**src/rtl/result_streamer_if.sv**
```systemverilog
// Beat-level valid/ready stream carrying one result element plus its coordinates.
interface result_streamer_if #(
    parameter int IW = 2
);
    logic          m_valid;
    logic          m_ready;
    logic [31:0]   m_data;
    logic [IW-1:0] m_row;
    logic [IW-1:0] m_col;
    logic          m_last;

    modport master (output m_valid, m_data, m_row, m_col, m_last, input m_ready);
    modport slave  (input m_valid, m_data, m_row, m_col, m_last, output m_ready);
endinterface

```
**src/rtl/result_streamer.sv**
```systemverilog
// Captures the controller's n*n result on an out_ready rising edge and streams it
// row-major, one element per handshake, with coordinates, last flag and running checksum.
module result_streamer #(
    parameter int n  = 4,
    parameter int IW = (n > 1) ? $clog2(n) : 1
) (
    input  logic              clk,
    input  logic              reset,
    input  logic [32*n*n:0]   in_matrix,
    input  logic              in_ready,
    result_streamer_if.master m,
    output logic              busy,
    output logic              done,
    output logic [31:0]       checksum,
    output logic              missed
);
    localparam int NE = n * n;
    localparam int XW = (NE > 1) ? $clog2(NE) : 1;

    typedef enum logic [1:0] {IDLE, STREAM, DONE} state_t;

    state_t              state_q, state_d;
    logic [NE-1:0][31:0] buf_q, buf_d;
    logic [XW-1:0]       idx_q, idx_d;
    logic [31:0]         cks_q, cks_d;
    logic                missed_q, missed_d;
    logic                in_ready_q;
    logic                rise, hs, last;
    logic                unused_msb;

    assign unused_msb = in_matrix[32*NE];
    assign rise       = in_ready && !in_ready_q;
    assign last       = (int'(idx_q) == NE - 1);

    // Beat fields come straight from buffer/idx so they are valid alongside m_valid.
    assign m.m_valid = (state_q == STREAM);
    assign m.m_data  = buf_q[idx_q];
    assign m.m_row   = IW'(int'(idx_q) / n);
    assign m.m_col   = IW'(int'(idx_q) % n);
    assign m.m_last  = (state_q == STREAM) && last;
    assign hs        = m.m_valid && m.m_ready;

    assign busy     = (state_q == STREAM) || (state_q == DONE);
    assign done     = (state_q == DONE);
    assign checksum = cks_q;
    assign missed   = missed_q;

    always_comb begin
        state_d  = state_q;
        buf_d    = buf_q;
        idx_d    = idx_q;
        cks_d    = cks_q;
        missed_d = missed_q | (rise && (state_q != IDLE));
        case (state_q)
            IDLE: begin
                if (rise) begin
                    buf_d   = in_matrix[32*NE-1:0];
                    idx_d   = '0;
                    cks_d   = '0;
                    state_d = STREAM;
                end
            end
            STREAM: begin
                if (hs) begin
                    cks_d = cks_q + m.m_data;
                    if (last) state_d = DONE;
                    else      idx_d   = idx_q + 1'b1;
                end
            end
            DONE:    state_d = IDLE;
            default: state_d = IDLE;
        endcase
    end

    always_ff @(posedge clk or negedge reset) begin
        if (!reset) begin
            state_q    <= IDLE;
            buf_q      <= '0;
            idx_q      <= '0;
            cks_q      <= '0;
            missed_q   <= 1'b0;
            in_ready_q <= 1'b0;
        end else begin
            state_q    <= state_d;
            buf_q      <= buf_d;
            idx_q      <= idx_d;
            cks_q      <= cks_d;
            missed_q   <= missed_d;
            in_ready_q <= in_ready;
        end
    end
endmodule

```
**src/flat_wrapper.sv**
```systemverilog
// flat-port wrapper written by rule: the top's interface ports become plain ports
module result_streamer_flat 
#(
    parameter int n  = 4,
    parameter int IW = (n > 1) ? $clog2(n) : 1
)
  (clk, reset, in_matrix, in_ready, busy, done, checksum, missed, m_m_valid, m_m_data, m_m_row, m_m_col, m_m_last, m_m_ready);
  result_streamer_if #(.IW(IW)) m_i ();
  input  logic clk;
  input  logic reset;
  input  logic [32*n*n:0] in_matrix;
  input  logic in_ready;
  output logic busy;
  output logic done;
  output logic [31:0] checksum;
  output logic missed;
  output wire logic [$bits(m_i.m_valid)-1:0] m_m_valid;
  output wire logic [$bits(m_i.m_data)-1:0] m_m_data;
  output wire logic [$bits(m_i.m_row)-1:0] m_m_row;
  output wire logic [$bits(m_i.m_col)-1:0] m_m_col;
  output wire logic [$bits(m_i.m_last)-1:0] m_m_last;
  input wire logic [$bits(m_i.m_ready)-1:0] m_m_ready;
  assign m_m_valid = m_i.m_valid;
  assign m_m_data = m_i.m_data;
  assign m_m_row = m_i.m_row;
  assign m_m_col = m_i.m_col;
  assign m_m_last = m_i.m_last;
  assign m_i.m_ready = m_m_ready;
  result_streamer #(.n(n), .IW(IW)) u_core (.clk(clk), .reset(reset), .in_matrix(in_matrix), .in_ready(in_ready), .m(m_i), .busy(busy), .done(done), .checksum(checksum), .missed(missed));
endmodule
```
**config.mk**
```make
export PLATFORM = sky130hd
export DESIGN_NAME = result_streamer_flat
export DESIGN_NICKNAME = d
export VERILOG_FILES = /design/src/rtl/result_streamer_if.sv /design/src/rtl/result_streamer.sv /design/src/flat_wrapper.sv
export SDC_FILE = /design/constraint.sdc
export NUM_CORES = 1
export LEC_CHECK = 0
export ABC_AREA = 1
export ABC_CLOCK_PERIOD_IN_PS = 2700
export BUFFER_PORTS_ARGS = -buffer_cell sky130_fd_sc_hd__buf_2
export CAP_MARGIN = 40
export CORE_UTILIZATION = 49
export CTS_BUF_LIST = sky130_fd_sc_hd__clkbuf_2
export DETAILED_ROUTE_END_ITERATION = 10
export GPL_TIMING_DRIVEN = 0
export MAX_ROUTING_LAYER = met4
export PLACE_DENSITY = 0.76
export SYNTH_ARGS = -nofsm -noshare
export SYNTH_HDL_FRONTEND = slang
export SYNTH_SLANG_ARGS = --single-unit
```
**constraint.sdc**
```tcl
create_clock -name clk -period 2.7 [get_ports clk]
set_input_delay 0.405 -clock clk [delete_from_list [all_inputs] [get_ports clk]]
set_output_delay 0.405 -clock clk [all_outputs]
set_load 0.1 [all_outputs]
```
==> reports/metrics.yaml, run 1 <==
error_line: "[ERROR GRT-0116] Global routing finished with congestion. Check the congestion regions in the DRC Viewer."
cts_buffers: 146
die_height_um: 238
grt_max_degree: 125
syn-instance-count: 3597
grt_pass1_wl_mm: 309
ios: 590
htreeDepth: 4
synth_cell_types: 38
status: "aborted with a tool error"
synth_area_sq_mm: 0.0272
ys_seq_area_share_pct: 50.8
synth.top_cell.area_share_pct: 50.8
ys_ff_latch: 552
gp_congestion: 1.04
avgSynthCellArea_sq_um: 7.56
synth_top_area_cell: "dfrtp_1"
dpl.hpwl_mm: 98.1
cts.sinks: 552
grt_use_total_pct: 77.6
syn_nets: 4150
die_w_um: 238
grt_pass1_vias: 45400
synth.area.top_cells: "dfrtp_1 (51%), nand2_1 (25%), o21ai_0 (5.3%)"
clockBufferDepth: 3
io_buffer_count: 588
place_area_sq_mm: 0.0317
flow.stopped_at: "global routing"
root_buffer: "clkbuf_2"
yosysWarnings: 0
preCtsSetupSlack_ps: -1830
dp_cells: 4930
ys.flop_type: "dfrtp_1"
initial_core_util_pct: 50.0
rows: 85
grt-ovfl-total: 305
synthArstFlopShare_pct: 100
synth_edf_count: 0
metrics by stage:
| step | TNS [ps] | util [%] | hold WS, ps |
|---|---|---|---|
| after detailed placement | -72900 | 58.4 | 453 |
| after CTS | -59830 | 84.7 | 104 |
| after global placement | -5681400 | 58.1 | 448 |
| after floorplan | -15370 | - | 109 |
Yosys cell counts (all sizes together), types with 4 or more instances:
| library cell | count |
|---|---|
| nand4 | 4 |
| nand3b | 5 |
| inv | 103 |
| nor3 | 8 |
| nand3 | 91 |
| nand2 | 1775 |
| o211ai | 15 |
| o22ai | 15 |
| nor2 | 295 |
| clkbuf | 98 |
| o221ai | 109 |
| o21ai | 298 |
| buf | 127 |
| dfrtp | 552 |
| a21oi | 45 |
| ha | 35 |
| o21bai | 7 |
cells by family after synthesis:
| logic type | Yosys count | share of synthesized area (%) |
|---|---|---|
| AND/OR/NAND/NOR | 2180 | 30.7 |
| adder cells (fa/ha/maj) | 36 | 1.68 |
| buffers and inverters | 328 | 5.60 |
| AO/OA/AOI/OAI | 498 | 11.1 |
| flip-flops | 552 | 50.8 |
| XOR/XNOR | 3 | 0.0967 |
routing by layer:
metal | global-route usage (%) | GRT overflow
met5 | - | -
met4 | 75.2 | 113
met3 | 59.2 | 12
met2 | 93.4 | 171
met1 | 77.2 | 9
timing repair:
action,in CTS
buffers inserted,34
gates resized for setup,594
endpoints found under the setup margin,90
endpoints found under the hold margin,873
pin swaps,114
cloned,6
hold buffers,1029
==> inputs of run 2 (changes only) <==
--- a/config.mk
+++ b/config.mk
@@ -6,15 +6,13 @@
 export NUM_CORES = 1
 export LEC_CHECK = 0
 export ABC_AREA = 1
-export ABC_CLOCK_PERIOD_IN_PS = 2700
+export ABC_CLOCK_PERIOD_IN_PS = 3500
 export BUFFER_PORTS_ARGS = -buffer_cell sky130_fd_sc_hd__buf_2
 export CAP_MARGIN = 40
-export CORE_UTILIZATION = 49
-export CTS_BUF_LIST = sky130_fd_sc_hd__clkbuf_2
+export CORE_UTILIZATION = 34
 export DETAILED_ROUTE_END_ITERATION = 10
 export GPL_TIMING_DRIVEN = 0
-export MAX_ROUTING_LAYER = met4
-export PLACE_DENSITY = 0.76
+export PLACE_DENSITY_LB_ADDON = 0.15
 export SYNTH_ARGS = -nofsm -noshare
 export SYNTH_HDL_FRONTEND = slang
 export SYNTH_SLANG_ARGS = --single-unit
==> constraint.sdc (replaced) <==
create_clock -name clk -period 3.5 [get_ports clk]
set_input_delay 0.525 -clock clk [delete_from_list [all_inputs] [get_ports clk]]
set_output_delay 0.525 -clock clk [all_outputs]
set_load 0.1 [all_outputs]
==> reports/metrics.yaml, run 2 <==
status: "finished with violations"
violations: "negative setup slack"
synth_top_area_cell: "dfrtp_1"
grt_pass1_wl_mm: 198
root_buffer: "clkbuf_16"
multi_input_area_sq_mm: 0.0133
power_switching_mw: 22.9
cpMostUsedCell: "buf_12"
yosysMostFrequentCell: "nand2_1"
rows: 103
swShare_pct: 51.3
max_freq_mhz: 281
worst-path-max-fanout: 10
cts_buffers: 66
seqPwrFrac_pct: 25.9
grt-ovfl-total: 0
p_int_mw: 21.7
hold_violations: 0
min_to: "u_core.in_ready_q"
power_frac_clock_pct: 16.3
cts_tree: "yes"
synthTopCellsByCount: "nand2_1 (1775), dfrtp_1 (552), nor2_1 (293)"
synth_cell_types: 38
final_cell_mix: "nand2_1 (1706), buf_2 (631), dfrtp_1 (549), o21ai_0 (263), nor2_1 (262)"
core_sq_mm: 0.0790
clock_latency_ps: 620
ys_seq_area_share_pct: 50.8
synth_area_sq_mm: 0.0272
path_cells: "buf_12 > inv_12 > bufbuf_16 > buf_8 > o21ai_1 > o22ai_1 > o211ai_1 > nand2_2 > buf_4 > buf_12"
skew_ps: 21.0
syn_nets: 4150
worst-endpoint-required_ps: 2970
htreeDepth: 3
path_clk_slew_ps: 60
fin_hold_ws_ps: 34.6
utilization_pct: 46.6
arrival_ps: 3030
slowest_stage: "o211ai_1"
viasPerCell: 5.33
crit_type: "reg -> out"
slew_viol_final: 0
wl_per_cell_um: 26.6
avgSynthCellArea_sq_um: 7.56
regMostFlops: "u_core.buf_q"
irDropWorstVdd_v: 0.00111
power-per-cell-area_mw_per_mm2: 1210
reg2reg_setup_slack_ps: 0
instances_no_fill: 5435
seqCellArea_sq_mm: 0.0138
dpl.hpwl_mm: 110
hold_depth: 1
ys.flop_type: "dfrtp_1"
clockBufferDepth: 3
cts.sinks: 552
final.period_utilization_pct: 102
dp_cells: 5254
syn-instance-count: 3597
timing.rr.start: "u_core.idx_q[0]"
grt_use_total_pct: 34.6
io_buffer_count: 588
yosysWarnings: 0
ys_ff_latch: 552
max_slew_margin_pct: 36.5
synth.top_cell.area_share_pct: 50.8
hold_path.class: "in -> reg"
end_kind: "output port"
grt_max_degree: 119
drive_gt1_share_pct: 27.9
ios: 590
slowest_delay_ps: 480
die_w_um: 285
rsz0062_at_grt: "yes"
drc_errors: 0
drt_iter0_drc: 3152
largest_register_ffs: 512
area_growth_pct: 35.5
fill_cells: 8195
fin_crit_ps: 3550
grt_pass1_vias: 27600
die_height_um: 285
detail-route-antenna-nets: 0
power.leakage_nw: 19.2
worstMarginPinSlew_ps: 952
fin_ws_ps: -53.1
grt_antenna_before_repair: 23
gp_congestion: 0.956
final_common_cell: "nand2_1"
rr_worst_depth: 18
drt_wl_total_mm: 144
synth.area.top_cells: "dfrtp_1 (51%), nand2_1 (25%), o21ai_0 (5.3%)"
first_pass_iters: 9
p_comb_share_pct: 57.9
synth_edf_count: 0
min_from: "in_ready"
initial_core_util_pct: 34.4
critPathLaunchType: "flop"
rr_endpoint: "u_core.checksum[26]"
via_count: 29000
setup_violations: 8
dieArea_sq_mm: 0.0811
synthArstFlopShare_pct: 100
cap_violations: 0
finalNetCount: 4876
run 2: cell counts after synthesis:
No cell type changed its count.
run 2: metal layers:
metal | wire [um] | vias up | track usage (%) | share of wire (%)
met5 | 0 | - | 0 | 0
met4 | 8120 | 0 | 19.6 | 5.6
met3 | 13100 | 336 | 5.51 | 9.1
met2 | 64900 | 1628 | 53.3 | 45
met1 | 58200 | 14000 | 46.4 | 40
li1 | - | 13000 | - | -
run 2: worst max path at each step:
stage	startpoint	endpoint
floorplan	u_core.idx_q[0]	u_core.checksum[28]
global placement	reset	u_core.idx_q[2]
detailed placement	u_core.idx_q[1]	u_core.checksum[26]
CTS	u_core.idx_q[2]	u_core.checksum[30]
global route	u_core.idx_q[0]	m_m_data[1]
finish	u_core.idx_q[0]	m_m_data[18]
run 2: kinds of logic after synthesis:
| kind of cell | after synthesis | synth area share [%] |
|---|---|---|
| buf+inv | 328 | 5.60 |
| simple gates | 2180 | 30.7 |
| flops | 552 | 50.8 |
| fa+ha+maj | 36 | 1.68 |
| compound gates | 498 | 11.1 |
| xor+xnor | 3 | 0.0967 |
run 2: power groups by stage:
| stage | Combinational (mW) | Sequential [mW] | Clock (mW) |
|---|---|---|---|
| global placement | 20.4 | 11.4 | 0 |
| global route | 27.2 | 11.7 | 7.54 |
| floorplan | 13.0 | 11.5 | 0 |
| detailed placement | 20.7 | 11.4 | 0 |
| CTS | 23.9 | 11.4 | 7.33 |
| finish | 25.8 | 11.5 | 7.25 |
run 2: cell type report:
| class | instances | share of cell area (%) |
|---|---|---|
| Antenna cell | 16 | 0.109 |
| Clock inverter | 19 | 0.656 |
| Buffer | 222 | 4.26 |
| Inverter | 103 | 1.10 |
| Multi-Input combinational cell | 2717 | 36.2 |
| Clock buffer | 95 | 5.39 |
| Tap cell | 1050 | 3.57 |
| Timing Repair Buffer | 661 | 11.2 |
| Sequential cell | 552 | 37.5 |
run 2: repair_timing:
action	CTS	global route
buffers inserted	13	34
cloned	3	2
pin swaps	79	85
endpoints found under the hold margin	58	0
hold buffers	1	0
resized for setup	430	161
endpoints found under the setup margin	62	26
run 2: through the flow:
stage                     cell area [sq um]  setup slack (ps)  total power [mW]  setup TNS (ps)
after CTS                             36000              4.48              42.6               0
after global placement                31500            -12500              31.8        -5775300
final                                 36800             -53.1              44.6            -209
after global routing                  36800             -17.0              46.5           -63.4
after floorplan                       27300              4.51              24.5               0
after detailed placement              31900             -1100              32.1          -30670
run 2: worst max-delay path: cells and delay by family (launching register included):
| kind | cells | cell delay, ps |
|---|---|---|
| AO/OA/AOI/OAI | 3 | 670 |
| AND/OR/NAND/NOR | 1 | 230 |
| flip-flops | 1 | 460 |
| buffers and inverters | 6 | 1020 |
(Power assumes the default switching activity.)
==> inputs of run 3 (changes only) <==
--- a/config.mk
+++ b/config.mk
@@ -16,3 +16,4 @@
 export SYNTH_ARGS = -nofsm -noshare
 export SYNTH_HDL_FRONTEND = slang
 export SYNTH_SLANG_ARGS = --single-unit
+export TNS_END_PERCENT = 1
==> reports/metrics.yaml, run 3 (synthesized netlist as in run 2, its figures left out) <==
dpl.hpwl_mm: 109
initial_core_util_pct: 34.4
drt_iter0_drc: 2816
core_sq_mm: 0.0790
drive_gt1_share_pct: 27.6
met2_usage_pct: 54.3
critPathLaunch: "u_core.idx_q[0]"
area_growth_pct: 34.4
drc_errors: 0
dieArea_sq_mm: 0.0811
timing.rr.start: "u_core.idx_q[0]"
grt_pass1_vias: 27600
largest_register_ffs: 512
grt_use_total_pct: 34.3
setup-tns-final_ps: -200
final.period_utilization_pct: 102
worst-endpoint-required_ps: 2970
first_pass_iters: 8
root_buffer: "clkbuf_16"
clockBufferDepth: 3
cts.sinks: 552
setup_violations: 7
fin_crit_ps: 3560
die_height_um: 285
worstMarginPinSlew_ps: 958
slew_viol_final: 0
final_common_cell: "nand2_1"
rsz0062_at_grt: "yes"
use_met1_pct: 44.6
io_buffer_count: 588
crit_type: "reg -> out"
via_count: 28700
worst-path-max-fanout: 10
ios: 590
die_w_um: 285
hold_violations: 0
rows: 103
cts_buffers: 68
critPathLaunchType: "flop"
skew_ps: 22.7
wl_per_cell_um: 26.1
viasPerCell: 5.28
finalNetCount: 4859
path_clk_slew_ps: 60
final_cell_mix: "nand2_1 (1708), buf_2 (633), dfrtp_1 (549), nor2_1 (259), o21ai_0 (252)"
power-per-cell-area_mw_per_mm2: 1200
irDropWorstVdd_v: 0.00102
reg2reg_setup_slack_ps: -20
fin_hold_ws_ps: 41.6
gp_congestion: 0.962
max_slew_margin_pct: 36.1
power.leakage_nw: 19.1
min_from: "in_ready"
htreeDepth: 3
end_kind: "output port"
grt-ovfl-total: 0
clock_latency_ps: 630
status: "finished with violations"
drt_wl_total_mm: 141
max_freq_mhz: 281
regMostFlops: "u_core.buf_q"
grt_max_degree: 114
grt_antenna_before_repair: 24
grt_pass1_wl_mm: 197
busiest_layer: "met2"
arrival_ps: 3040
hold_path.class: "in -> reg"
violations: "negative setup slack"
detail-route-antenna-nets: 0
cts_tree: "yes"
cap_violations: 0
fin_ws_ps: -61.8
use_met3_pct: 6.20
## run 3: cell types whose count changed in the layout (fill, tap and decap cells not counted), moves of 6 or more
cell	previous run	this run
buf_12	26	11
buf_4	64	77
buf_6	46	34
nand3_2	37	26
o21ai_0	263	252
nand2_4	29	20
a21oi_2	22	14
clkbuf_4	10	18
buf_8	17	10
nand2_2	40	47
nand3_1	52	59
nor2_4	8	14
o21ai_2	3	9
o221ai_2	68	62
## run 3: layout make-up
cell class              instances  area (sq um)
inverters                     103           392
plain buffers                 223          1440
clock buffers                 102          2040
fillers                      8190         42500
well taps                    1050          1310
diodes                         16          40.0
flip-flops and latches        552         13800
multi-input cells            2717         13400
clock inverters                21           319
repair buffers                641          3790
## run 3: what timing repair did
item,4_1_cts,5_1_grt
hold buffers,1,0
buffers inserted,24,10
resized for setup,390,169
setup endpoints to repair,61,45
cloned,4,1
pin swaps,59,63
hold endpoints to repair,59,0
## run 3: per-stage QoR
| step | util (%) | cells | setup WS, ps | instance area (sq um) | power (mW) |
|---|---|---|---|---|---|
| after global placement | 39.9 | 5235 | -11460 | 31500 | 31.7 |
| after floorplan | - | 3597 | -233 | 27200 | 24.5 |
| after detailed placement | 40.2 | 5248 | -1210 | 31700 | 31.9 |
| after CTS | 45.5 | 5399 | -30.9 | 36000 | 42.5 |
| final | 46.2 | 5425 | -61.8 | 36500 | 43.8 |
| after global routing | 46.2 | 5419 | -104 | 36500 | 45.8 |
## run 3: path summary, 6_finish.rpt
| check | endpoint | depth (start not counted) |
|---|---|---|
| max | m_m_data[21] | 9 |
| min | u_core.in_ready_q | 1 |
| max reg2reg | u_core.checksum[26] | 18 |
| min reg2reg | u_core.buf_q[44] | 2 |
| max in group asynchronous | u_core.buf_q[26] | 5 |
| min in group asynchronous | u_core.buf_q[490] | 2 |
## run 3: layer usage
metal,up-vias,routed length (um)
li1,13000,-
met1,13800,56400
met2,1514,64200
met3,321,12300
met4,4,8460
met5,-,28
## run 3: power by group
group          leakage, nW  total, mW  internal [mW]  switching, mW
registers             6.88       11.5           9.33           2.16
clock network         1.16       7.58           4.57           3.01
logic                 11.1       24.7           7.30           17.4
## run 3: critical path, cell delays in order (launching register included)
cell and delay (ps):
dfrtp_2 450, buf_8 150, buf_8 140, buf_4 200, o21ai_4 190, o22ai_4 90, o211ai_1 660, nand2_4 180
buf_6 180, buf_12 150
